--- src/rtl/client_round_robin_arbiter.sv ---
// client_round_robin_arbiter
//   Shares one downstream resource among N clients. A registered one-hot grant
//   is held while its owner keeps requesting, for at most QUANTUM consecutive
//   cycles. On release or expiry the grant moves, with no gap, to the next
//   requester in circular order.
// Ports:
//   clock       - single clock, all state on posedge
//   reset_n     - asynchronous active-low reset
//   req[N]      - level-sensitive client requests, bit i = client i
//   grant[N]    - registered one-hot grant, all zero when idle
//   grant_valid - registered, equals |grant
//   grant_idx   - registered binary index of the owner, 0 when idle
module client_round_robin_arbiter #(
  parameter int N       = 8,
  parameter int QUANTUM = 4,
  parameter int IDX_W   = $clog2(N)
) (
  input  logic             clock,
  input  logic             reset_n,
  input  logic [N-1:0]     req,
  output logic [N-1:0]     grant,
  output logic             grant_valid,
  output logic [IDX_W-1:0] grant_idx
);

  localparam int CNT_W = $clog2(QUANTUM + 1);

  localparam logic [0:0] IDLE  = 1'b0;
  localparam logic [0:0] GRANT = 1'b1;

  localparam logic [N-1:0] ONE_HOT0 = {{(N-1){1'b0}}, 1'b1};

  logic [0:0]       state_q, state_d;
  logic [IDX_W-1:0] ptr_q, ptr_d;
  logic [CNT_W-1:0] cnt_q, cnt_d;
  logic [N-1:0]     grant_d;
  logic             valid_d;
  logic [IDX_W-1:0] idx_d;

  // Index one past i, wrapping at N (N need not be a power of two).
  function automatic logic [IDX_W-1:0] inc_mod(input logic [IDX_W-1:0] i);
    if (int'(i) >= N - 1) inc_mod = '0;
    else                  inc_mod = i + 1'b1;
  endfunction

  // First requester at or after start, circularly. Scanning offsets from the
  // far end down lets the nearest hit overwrite later ones. Callers only use
  // the result when r is non-zero.
  function automatic logic [IDX_W-1:0] pick(input logic [N-1:0] r,
                                            input logic [IDX_W-1:0] start);
    int j;
    pick = start;
    for (int k = N - 1; k >= 0; k--) begin
      j = int'(start) + k;
      if (j >= N) j = j - N;
      if (r[j]) pick = IDX_W'(j);
    end
  endfunction

  logic             any_req;
  logic             own_req;
  logic [IDX_W-1:0] w_idle, w_next;

  assign any_req = |req;
  assign own_req = req[grant_idx];
  assign w_idle  = pick(req, ptr_q);
  // Release and expiry both search from owner+1; the owner comes back only
  // when it is the sole requester.
  assign w_next  = pick(req, inc_mod(grant_idx));

  always_comb begin
    state_d = state_q;
    ptr_d   = ptr_q;
    cnt_d   = cnt_q;
    grant_d = grant;
    valid_d = grant_valid;
    idx_d   = grant_idx;
    case (state_q)
      IDLE: begin
        if (any_req) begin
          state_d = GRANT;
          idx_d   = w_idle;
          grant_d = ONE_HOT0 << w_idle;
          valid_d = 1'b1;
          cnt_d   = CNT_W'(1);
          ptr_d   = inc_mod(w_idle);
        end
      end
      default: begin
        if (!any_req) begin
          // ptr already holds owner+1 from when this tenure started.
          state_d = IDLE;
          grant_d = '0;
          valid_d = 1'b0;
          idx_d   = '0;
          cnt_d   = '0;
        end else if (own_req && (cnt_q < CNT_W'(QUANTUM))) begin
          cnt_d = cnt_q + 1'b1;
        end else begin
          idx_d   = w_next;
          grant_d = ONE_HOT0 << w_next;
          valid_d = 1'b1;
          cnt_d   = CNT_W'(1);
          ptr_d   = inc_mod(w_next);
        end
      end
    endcase
  end

  always_ff @(posedge clock or negedge reset_n) begin
    if (!reset_n) begin
      state_q     <= IDLE;
      ptr_q       <= '0;
      cnt_q       <= '0;
      grant       <= '0;
      grant_valid <= 1'b0;
      grant_idx   <= '0;
    end else begin
      state_q     <= state_d;
      ptr_q       <= ptr_d;
      cnt_q       <= cnt_d;
      grant       <= grant_d;
      grant_valid <= valid_d;
      grant_idx   <= idx_d;
    end
  end

endmodule

--- config.mk ---
export PLATFORM = sky130hd
export DESIGN_NAME = client_round_robin_arbiter
export DESIGN_NICKNAME = d
export VERILOG_FILES = /design/src/rtl/client_round_robin_arbiter.sv
export SDC_FILE = /design/constraint.sdc
export NUM_CORES = 1
export LEC_CHECK = 0
export BUFFER_PORTS_ARGS = -buffer_cell sky130_fd_sc_hd__clkbuf_2
export CORE_ASPECT_RATIO = 0.8
export CORE_MARGIN = 5
export CORE_UTILIZATION = 33
export DETAILED_ROUTE_END_ITERATION = 10
export SLEW_MARGIN = 30
export SYNTH_ARGS = -nofsm -noshare
export SYNTH_HDL_FRONTEND = slang
export SYNTH_SLANG_ARGS = --single-unit
--- constraint.sdc ---
create_clock -name clock -period 10.8 [get_ports clock]
set_clock_uncertainty 0.2 [all_clocks]
set_input_delay 1.62 -clock clock [delete_from_list [all_inputs] [get_ports clock]]
set_output_delay 1.62 -clock clock [all_outputs]
set_load 0.1 [all_outputs]
==> results.md <==
* TritonCTS clock tree: built
* Setup TNS at 0 ps
* Clk sinks at 19
* Final antenna-violating net count at 0
* Place WS at 5850 ps
* Vias in the first global route at 2,276
* Busiest grt layer: met1
* Syn Area/Cell at 8.61 µm²
* First-pass GRT wire length at 12,000 µm
* Fin crit share at 0.445
* Type of origin of the critical path: flip-flop
* CTS clk-pin slew, worst paths at 80 ps
* Commonest non-fill, non-tap cell in the layout: nand2_1
* Initial cell density of the core at 0.340
* Die width at 111 µm
* FF+latch area at 475 µm²
* RSZ-0062 raised after global routing: false
* CTS Root Cell: clkbuf_8
* Final hold violation count at 0
* GR Util All Layers at 0.141
* GR Util met1 at 0.242
* Rel. slew slack at 0.453
* Buffers & Inverters on Critical Path at 1
* Die height at 90.9 µm
* CP dominant cell by count: ha_1
* Row count at 29
* Critical Path AT at 4790 ps
* Nets at 351
* Setup slack after layout at 5990 ps
* Asr flop ratio synth at 1.00
* Crit-path max FO at 18
* Slowest-stage cell, CP: mux4_2
* Measured slew at the worst slew-check pin at 816 ps
* Req. time, crit path at 10,780 ps
* Tightest Hold Check Type: reg -> reg
* Vias/cell at 6.10
* CP peak stage delay at 650 ps
* Met3 Usage GRT at 0.0113
* Most frequent cells in the layout: nand2_1 (32), clkbuf_2 (21), dfrtp_1 (19), a21oi_1 (18), ha_1 (18)
* Post-CTS setup buffers at 0
* Worst skew pair latency at 260 ps
* Core Footprint at 7950 µm²
* Worst Setup End Kind: flip-flop
* Critical path's top delay family: adder cells
* Number of synthesized flops with an enable pin at 0
* Seq cells post-synth at 19
* Crit path kind: reg -> reg
* Largest net degree at the start of global routing at 23
* Post-Synthesis Cell Area at 2700 µm²
* Maximum clock insertion buffer count at 2
* Synth top area share at 0.176
* Mapped Nets at 342
* DR DRC count at 0
* Slew Limit Fails at 0
* Post-DP HPWL at 5630 µm
* Area delta synth->final at 7.45%
* Outcome: finished, final reports clean
* F_max at 0.208 GHz
* Vias post-DR at 2,623
* Max Cap Viol at 0
* Syn Inst Count at 314
* Hold_buf cts at 0
* I/O pin count at 22
* Initial antenna violation count at 0
* Post-synth cell types at 62
* Largest area contributor in the netlist: dfrtp_1
* Port-buffer cells at 21
* Layout cells sized above 1 at 0.196
* Post-synthesis sequential area ratio at 0.176
* GR Overflow Total at 0
* Filler Cells Inserted at 797
* Synth warnings at 0
* CTS H-tree depth at 1
* Grt met2 use at 0.191
* Antenna diodes at 0
* Post-Route WL at 7470 µm
* Multi-input logic area at 2060 µm²
* 1st-pass router iterations at 5
* Setup violations, final at 0
* Top post-synthesis cells by area: dfrtp_1 (18%), mux4_2 (13%), ha_1 (8.3%), mux2i_1 (4.8%), nand2_1 (4.4%)
* Routability Congestion at 0.881
* Die area at 10,100 µm²
* Most common flop cell mapped by yosys: dfrtp_1
* Routed WL per cell at 17.4 µm
* CP Cell Sequence: ha_1 -> ha_1 -> nor2_2 -> mux4_2 -> mux2_2 -> a22oi_1 -> o31ai_2 -> xnor2_1 -> inv_1 -> ha_1 -> ha_1 -> nand4b_1 -> o22ai_1
* CTS resizes at 0
* Final period demand of the worst path at 4810 ps
* CTS Buf Count at 3
* Detailed Route Iter0 Violations at 212
-- cells in the mapped netlist, types with 3 or more instances --
cell type	instances
a2111oi_0	3
a21oi_1	18
a22o_1	6
a22oi_1	3
a32oi_1	7
and2_1	9
and3_1	7
buf_2	4
clkbuf_1	10
clkinv_1	3
dfrtp_1	19
ha_1	18
inv_1	17
mux2_2	7
mux2i_1	13
mux4_2	15
nand2_1	32
nand3_1	13
nand4_1	5
nor2_1	6
nor3_1	5
nor4_1	3
o2111ai_1	3
o21ai_0	17
o21ai_1	7
o22ai_1	3
o32a_1	3
or2_2	3
or3b_2	4
xnor2_1	4
xor2_1	3
-- per-stage QoR --
stage,area [µm²],utilization,hold slack (ps),cells
6_report,2900,0.365,277,430
5_1_grt,2900,0.365,320,430
4_1_cts,2900,0.365,282,430
3_5_place_dp,2860,0.360,263,426
3_3_place_gp,2860,0.360,264,426
2_1_floorplan,2700,-,247,314
-- state kept, by name, summed over array words and instances (netlist names) --
register,count
grant_valid,1
cnt_q,3
ptr_q,3
grant_idx,3
grant,8
state_q,1
-- worst register-to-register path, cell delays in order (launching register included) --
cell	delay, ps
dfrtp_1	620
ha_1	370
ha_1	360
nor2_2	460
mux4_2	650
mux2_2	310
a22oi_1	290
o31ai_2	130
xnor2_1	390
inv_1	150
ha_1	250
ha_1	200
nand4b_1	170
o22ai_1	190
-- path summary, 6_finish.rpt --
path                               from           end  slack [ps]  cells past startpoint
hold / removal              grant_valid   grant_valid         280                      2
setup reg to reg           grant_idx[0]      ptr_q[2]        5990                     13
hold reg to reg             grant_valid   grant_valid         280                      2
max in group asynchronous       reset_n  grant_idx[0]        8970                      1
setup / recovery           grant_idx[0]      ptr_q[2]        5990                     13
min in group asynchronous       reset_n      cnt_q[1]        1100                      1
-- final cells by class --
cell class / count / share of cell area
Clock buffer: 4 / 0.0155
Inverter: 21 / 0.0271
Multi-Input combinational cell: 257 / 0.711
Sequential cell: 19 / 0.164
Tap cell: 108 / 0.0465
Timing Repair Buffer: 21 / 0.0362
-- per-layer routing --
| metal | vias up | routed length (µm) |
|---|---|---|
| met1 | 1281 | 3880 |
| met5 | - | 0 |
| met3 | 2 | 569 |
| met4 | 0 | 22 |
| met2 | 107 | 3000 |
| li1 | 1233 | - |
-- logic make-up (layout without fill, tap and decap cells) --
group | Yosys count | in the layout | share of synthesized area
and+or+nand+nor | 100 | 100 | 0.196
muxes | 36 | 36 | 0.208
AOI/OAI and AO/OA | 96 | 96 | 0.254
xor gates and xnor gates | 7 | 7 | 0.0227
adders and majority gates | 18 | 18 | 0.0833
DFF | 19 | 19 | 0.176
buffers and inverters | 38 | 46 | 0.0602
Power is not shown: default switching activity piles up to over one toggle a cycle in this logic, so the estimate is an artifact.
